`src/rtl/hazard_stall_ctrl.sv`:
```
// Stall/flush controller for a 5-stage MIPS pipeline: detects load-use and ID-stage branch
// hazards, redirects taken branches, freezes on memory busy, and counts stall/flush cycles.
module hazard_stall_ctrl #(
    parameter int CNT_W = 16
) (
    input  logic             clk,
    input  logic             rst_n,
    input  logic [4:0]       ID_Rs,
    input  logic [4:0]       ID_Rt,
    input  logic             ID_UsesRt,
    input  logic             ID_IsBranch,
    input  logic             ID_BranchTaken,
    input  logic             ID_Ex_MemRead,
    input  logic             ID_Ex_Regwrite,
    input  logic [4:0]       ID_Ex_WriteReg,
    input  logic             Ex_Mem_MemRead,
    input  logic [4:0]       Ex_Mem_WriteReg,
    input  logic             Mem_Busy,
    output logic             PC_write,
    output logic             IF_ID_write,
    output logic             ID_Ex_bubble,
    output logic             IF_ID_flush,
    output logic             Pipe_freeze,
    output logic [CNT_W-1:0] stall_cnt,
    output logic [CNT_W-1:0] flush_cnt
);

    typedef enum logic {
        S_RUN   = 1'b0,
        S_HOLD1 = 1'b1
    } state_t;

    state_t           state_q, state_d;
    logic [CNT_W-1:0] stall_cnt_q, flush_cnt_q;

    logic match_ex, match_mem;
    logic h_lu, h_ba, h_bl2, h_bl1, hazard;

    // $0 is never a real producer, so it can never create a dependence.
    assign match_ex  = (ID_Ex_WriteReg != 5'd0) &&
                       ((ID_Ex_WriteReg == ID_Rs) || (ID_UsesRt && (ID_Ex_WriteReg == ID_Rt)));
    assign match_mem = (Ex_Mem_WriteReg != 5'd0) &&
                       ((Ex_Mem_WriteReg == ID_Rs) || (ID_UsesRt && (Ex_Mem_WriteReg == ID_Rt)));

    assign h_lu   = ID_Ex_MemRead && match_ex;
    assign h_ba   = ID_IsBranch && ID_Ex_Regwrite && !ID_Ex_MemRead && match_ex;
    assign h_bl2  = ID_IsBranch && ID_Ex_MemRead && match_ex;
    assign h_bl1  = ID_IsBranch && Ex_Mem_MemRead && match_mem;
    assign hazard = h_lu || h_ba || h_bl2 || h_bl1;

    // Outputs must react in the same cycle as the hazard, so they are decoded combinationally.
    always_comb begin
        state_d      = state_q;
        PC_write     = 1'b0;
        IF_ID_write  = 1'b0;
        ID_Ex_bubble = 1'b0;
        IF_ID_flush  = 1'b0;
        Pipe_freeze  = 1'b0;
        if (!rst_n) begin
            ID_Ex_bubble = 1'b1;
            state_d      = S_RUN;
        end else if (Mem_Busy) begin
            Pipe_freeze = 1'b1;
        end else if (state_q == S_HOLD1) begin
            ID_Ex_bubble = 1'b1;
            state_d      = S_RUN;
        end else if (hazard) begin
            ID_Ex_bubble = 1'b1;
            state_d      = h_bl2 ? S_HOLD1 : S_RUN;
        end else begin
            PC_write    = 1'b1;
            IF_ID_write = 1'b1;
            IF_ID_flush = ID_IsBranch && ID_BranchTaken;
        end
    end

    always_ff @(posedge clk or negedge rst_n) begin
        if (!rst_n) begin
            state_q     <= S_RUN;
            stall_cnt_q <= '0;
            flush_cnt_q <= '0;
        end else begin
            state_q <= state_d;
            if (ID_Ex_bubble && (stall_cnt_q != {CNT_W{1'b1}}))
                stall_cnt_q <= stall_cnt_q + 1'b1;
            if (IF_ID_flush && (flush_cnt_q != {CNT_W{1'b1}}))
                flush_cnt_q <= flush_cnt_q + 1'b1;
        end
    end

    assign stall_cnt = stall_cnt_q;
    assign flush_cnt = flush_cnt_q;

endmodule

```
`config.mk`:
```
export PLATFORM = sky130hd
export DESIGN_NAME = hazard_stall_ctrl
export DESIGN_NICKNAME = d
export VERILOG_FILES = /design/src/rtl/hazard_stall_ctrl.sv
export SDC_FILE = /design/constraint.sdc
export NUM_CORES = 1
export LEC_CHECK = 0
export ABC_AREA = 0
export ABC_CLOCK_PERIOD_IN_PS = 4000
export CAP_MARGIN = 20
export CORE_MARGIN = 1
export CORE_UTILIZATION = 35
export CTS_BUF_LIST = sky130_fd_sc_hd__clkbuf_8
export DETAILED_ROUTE_END_ITERATION = 6
export HOLD_SLACK_MARGIN = 0.08
export SYNTH_ARGS = -nofsm -noshare
export SYNTH_HDL_FRONTEND = slang
export SYNTH_SLANG_ARGS = --single-unit
```
`constraint.sdc`:
```
create_clock -name clk -period 4 [get_ports clk]
set_input_delay 0.8 -clock clk [delete_from_list [all_inputs] [get_ports clk]]
set_output_delay 0.8 -clock clk [all_outputs]
set_load 0.005 [all_outputs]
```
==> summary.md <==
| Metric | Value |
|---|---|
| Worst-Margin Slew | `0.569 ns` |
| Slew margin rel. | `61.9%` |
| Starting density of the core | `36.6%` |
| Most common cell after layout, fill and taps aside | `clkdlybuf4s50_1` |
| Final setup fails | `0` |
| Drt first pass iters | `4` |
| Total track usage | `15.9%` |
| Largest stage delay, worst path | `0.56 ns` |
| TNS Setup | `0 ns` |
| Cell mode on critical path | `clkdlybuf4s50_1` |
| CP max-delay cell | `or4_1` |
| Drc violations | `0` |
| Post-synthesis cell area | `0.00189 sq mm` |
| CTS Hold Bufs | `0` |
| Largest net degree at the start of global routing | `35` |
| Most frequent cells in the layout | `clkdlybuf4s50_1, xor2_1, dfrtp_1, xnor2_1` |
| Layout cells sized above 1 | `10.9%` |
| Crit path DAT | `3.07 ns` |
| DR iter-0 viols | `51` |
| PnR worst setup slack | `0.126 ns` |
| Clk_lat worst skew | `0.28 ns` |
| Post-place setup slack | `0.0141 ns` |
| Max Fclk | `258 MHz` |
| Count of different cell masters after synthesis | `32` |
| Final hold vios | `0` |
| Vias per inst | `4.91` |
| Post-CTS setup buffers | `0` |
| Residual antenna-violating net count after detailed routing | `0` |
| FF+latch count, synth | `33` |
| H-tree Lvls | `2` |
| # diodes | `0` |
| Synth area leaders | `dfrtp_1, xor2_1, xnor2_1` |
| Die Height | `75.5 um` |
| Clk pwr share | `22.6%` |
| Switching Fraction | `30.8%` |
| Post-synth top area cell | `dfrtp_1` |
| CTS root buffer | `clkbuf_8` |
| Hold crit path type | `reg2reg` |
| CP required | `3.20 ns` |
| Syn. warnings | `0` |
| Critical-path cell list | `clkdlybuf4s50_1, or4_1, nor2_2, nor3_4, or2_2, nor2_1, clkdlybuf4s50_1` |
| CORE AREA | `0.00517 sq mm` |
| CP endpoint kind | `output pin` |
| Initial antenna violation count | `0` |
| PostCTS Resize Cnt | `0` |
| Area Overhead vs Synth | `45.4%` |
| Clock skew | `0.00809 ns` |
| Nets@finish | `287` |
| Clk pin slew, worst setup/hold paths | `0.07 ns` |
| Vias in the first global route | `1417` |
| Crit share post-route | `96.8%` |
| Synth Area per Inst | `10.5 sq um` |
| Post-synthesis instance total | `180` |
| Status | `finished, final reports clean` |
| CTS tree | `built` |
| Count of final max-slew check failures | `0` |
| Clk buf depth | `2` |
| Row count | `26` |
| Ports | `66` |
| Buf/Inv on CP | `2` |
| Crit-path max FO | `4` |
| Number of port buffers | `65` |
| Remaining global-route overflow | `0` |
| Fin crit period | `3.87 ns` |
| Avg WL per Cell | `12.7 um` |
| Placer congestion estimate | `0.870` |
| Cts bufs inserted | `5` |
| Critical path type | `in2out` |
| Syn_nets | `211` |
| Sw Pwr | `0.324 mW` |
| Startpoint Class | `input port` |
| Combinational share of power | `31.5%` |
| Number of max-cap violations | `0` |
| Sequential area share after synthesis | `43.6%` |
| Worst VDD drop | `0.185 mV` |
| Yosys top cell area share | `43.6%` |
| Dpl hpwl | `3250 um` |
| Die W | `75.5 um` |
| Pleak | `1.13 nW` |
| Via count | `1606` |
| Register share of total power | `45.9%` |
| CTS sink count | `33` |
| RSZ-0062 raised after global routing | `no` |
| Total wire length | `4170 um` |
| Pint | `0.729 mW` |
| Die Area | `0.00571 sq mm` |
| P per Cell Area | `383 mW/mm^2` |
| First-pass GRT wire length | `6690 um` |
| Delay-heaviest family, CP | `simple AND/OR/NAND/NOR gates` |
cell usage after synthesis:
library cell   n
nor4_2         1
nand2_1       11
o21ai_2        2
nor3b_1        1
a41o_1         1
nand4_1        7
a32oi_1        2
xor2_1        33
nor3_4         2
buf_4          2
mux2_2         2
nor4b_1        1
buf_6          1
o211ai_1       1
nor2_1        11
or2_2          1
and3_1         4
dfrtp_1       33
a21oi_1        2
a31oi_1        1
and4_1         3
and2_1         4
ha_1           2
nor3_1         9
o21bai_4       1
xnor2_1       16
nor4b_2        2
inv_1          3
or4_1          2
nor2b_1        3
nand3_1       11
nor4_1         5
power groups by stage:
stage | clock network, mW | registers, mW | logic, mW
finish | 0.238 | 0.484 | 0.331
global route | 0.263 | 0.496 | 0.372
CTS | 0.247 | 0.484 | 0.335
detailed placement | 0 | 0.491 | 0.334
global placement | 0 | 0.487 | 0.332
floorplan | 0 | 0.481 | 0.127
layout make-up:
type	count	area, sq um
Clock inverter	3	13.8
Sequential cell	33	826
Clock buffer	5	68.8
Timing Repair Buffer	72	703
Multi-Input combinational cell	141	1040
Fill cell	475	2420
Tap cell	70	87.6
Inverter	3	11.3
worst paths after layout:
path | slack [ns] | cells after the start | start | endpoint
setup / recovery | 0.13 | 7 | ID_Ex_WriteReg[1] | IF_ID_flush
hold / removal | 0.48 | 1 | flush_cnt[13] | flush_cnt[13]
setup reg to reg | 1.59 | 7 | stall_cnt[0] | stall_cnt[1]
hold reg to reg | 0.48 | 1 | flush_cnt[13] | flush_cnt[13]
max in group asynchronous | 2.68 | 2 | rst_n | stall_cnt[9]
min in group asynchronous | 1.02 | 2 | rst_n | stall_cnt[3]
state kept, by name, indices dropped and copies added (netlist names):
signal	cells
state_q	1
flush_cnt	16
stall_cnt	16
stage by stage:
step	cells	area, sq um	hold WS (ns)	utilization [%]	power, mW
final	327	2750	0.485	53.2	1.05
after global routing	327	2750	0.511	53.2	1.13
after CTS	327	2740	0.492	53.0	1.07
after detailed placement	319	2660	0.480	51.4	0.825
after global placement	319	2660	0.479	51.4	0.818
after floorplan	180	1890	0.477	-	0.609
layer usage:
metal  up-vias  part of all wire [%]  track usage [%]
met5         -                     0                0
met4         0                   2.1             6.17
met3         7                   6.3             4.76
met2        60                    45             24.7
met1       755                    46             21.0
li1        784                     -                -
worst reg2reg max path: stages, from the launching register on:
cell and delay [ns]:
dfrtp_1 0.43, ha_1 0.21, nand3_1 0.26, nor3_1 0.47, and2_1 0.24, nor2_1 0.08
o21ai_2 0.22, mux2_2 0.39
kinds of logic after synthesis:
group	synth area share, %
flops	43.6
buf+inv	1.98
mux	1.19
fa+ha+maj	1.32
simple gates	24.6
xor+xnor	22.7
compound gates	4.63
Note: power is estimated with default switching activity, not from simulation.
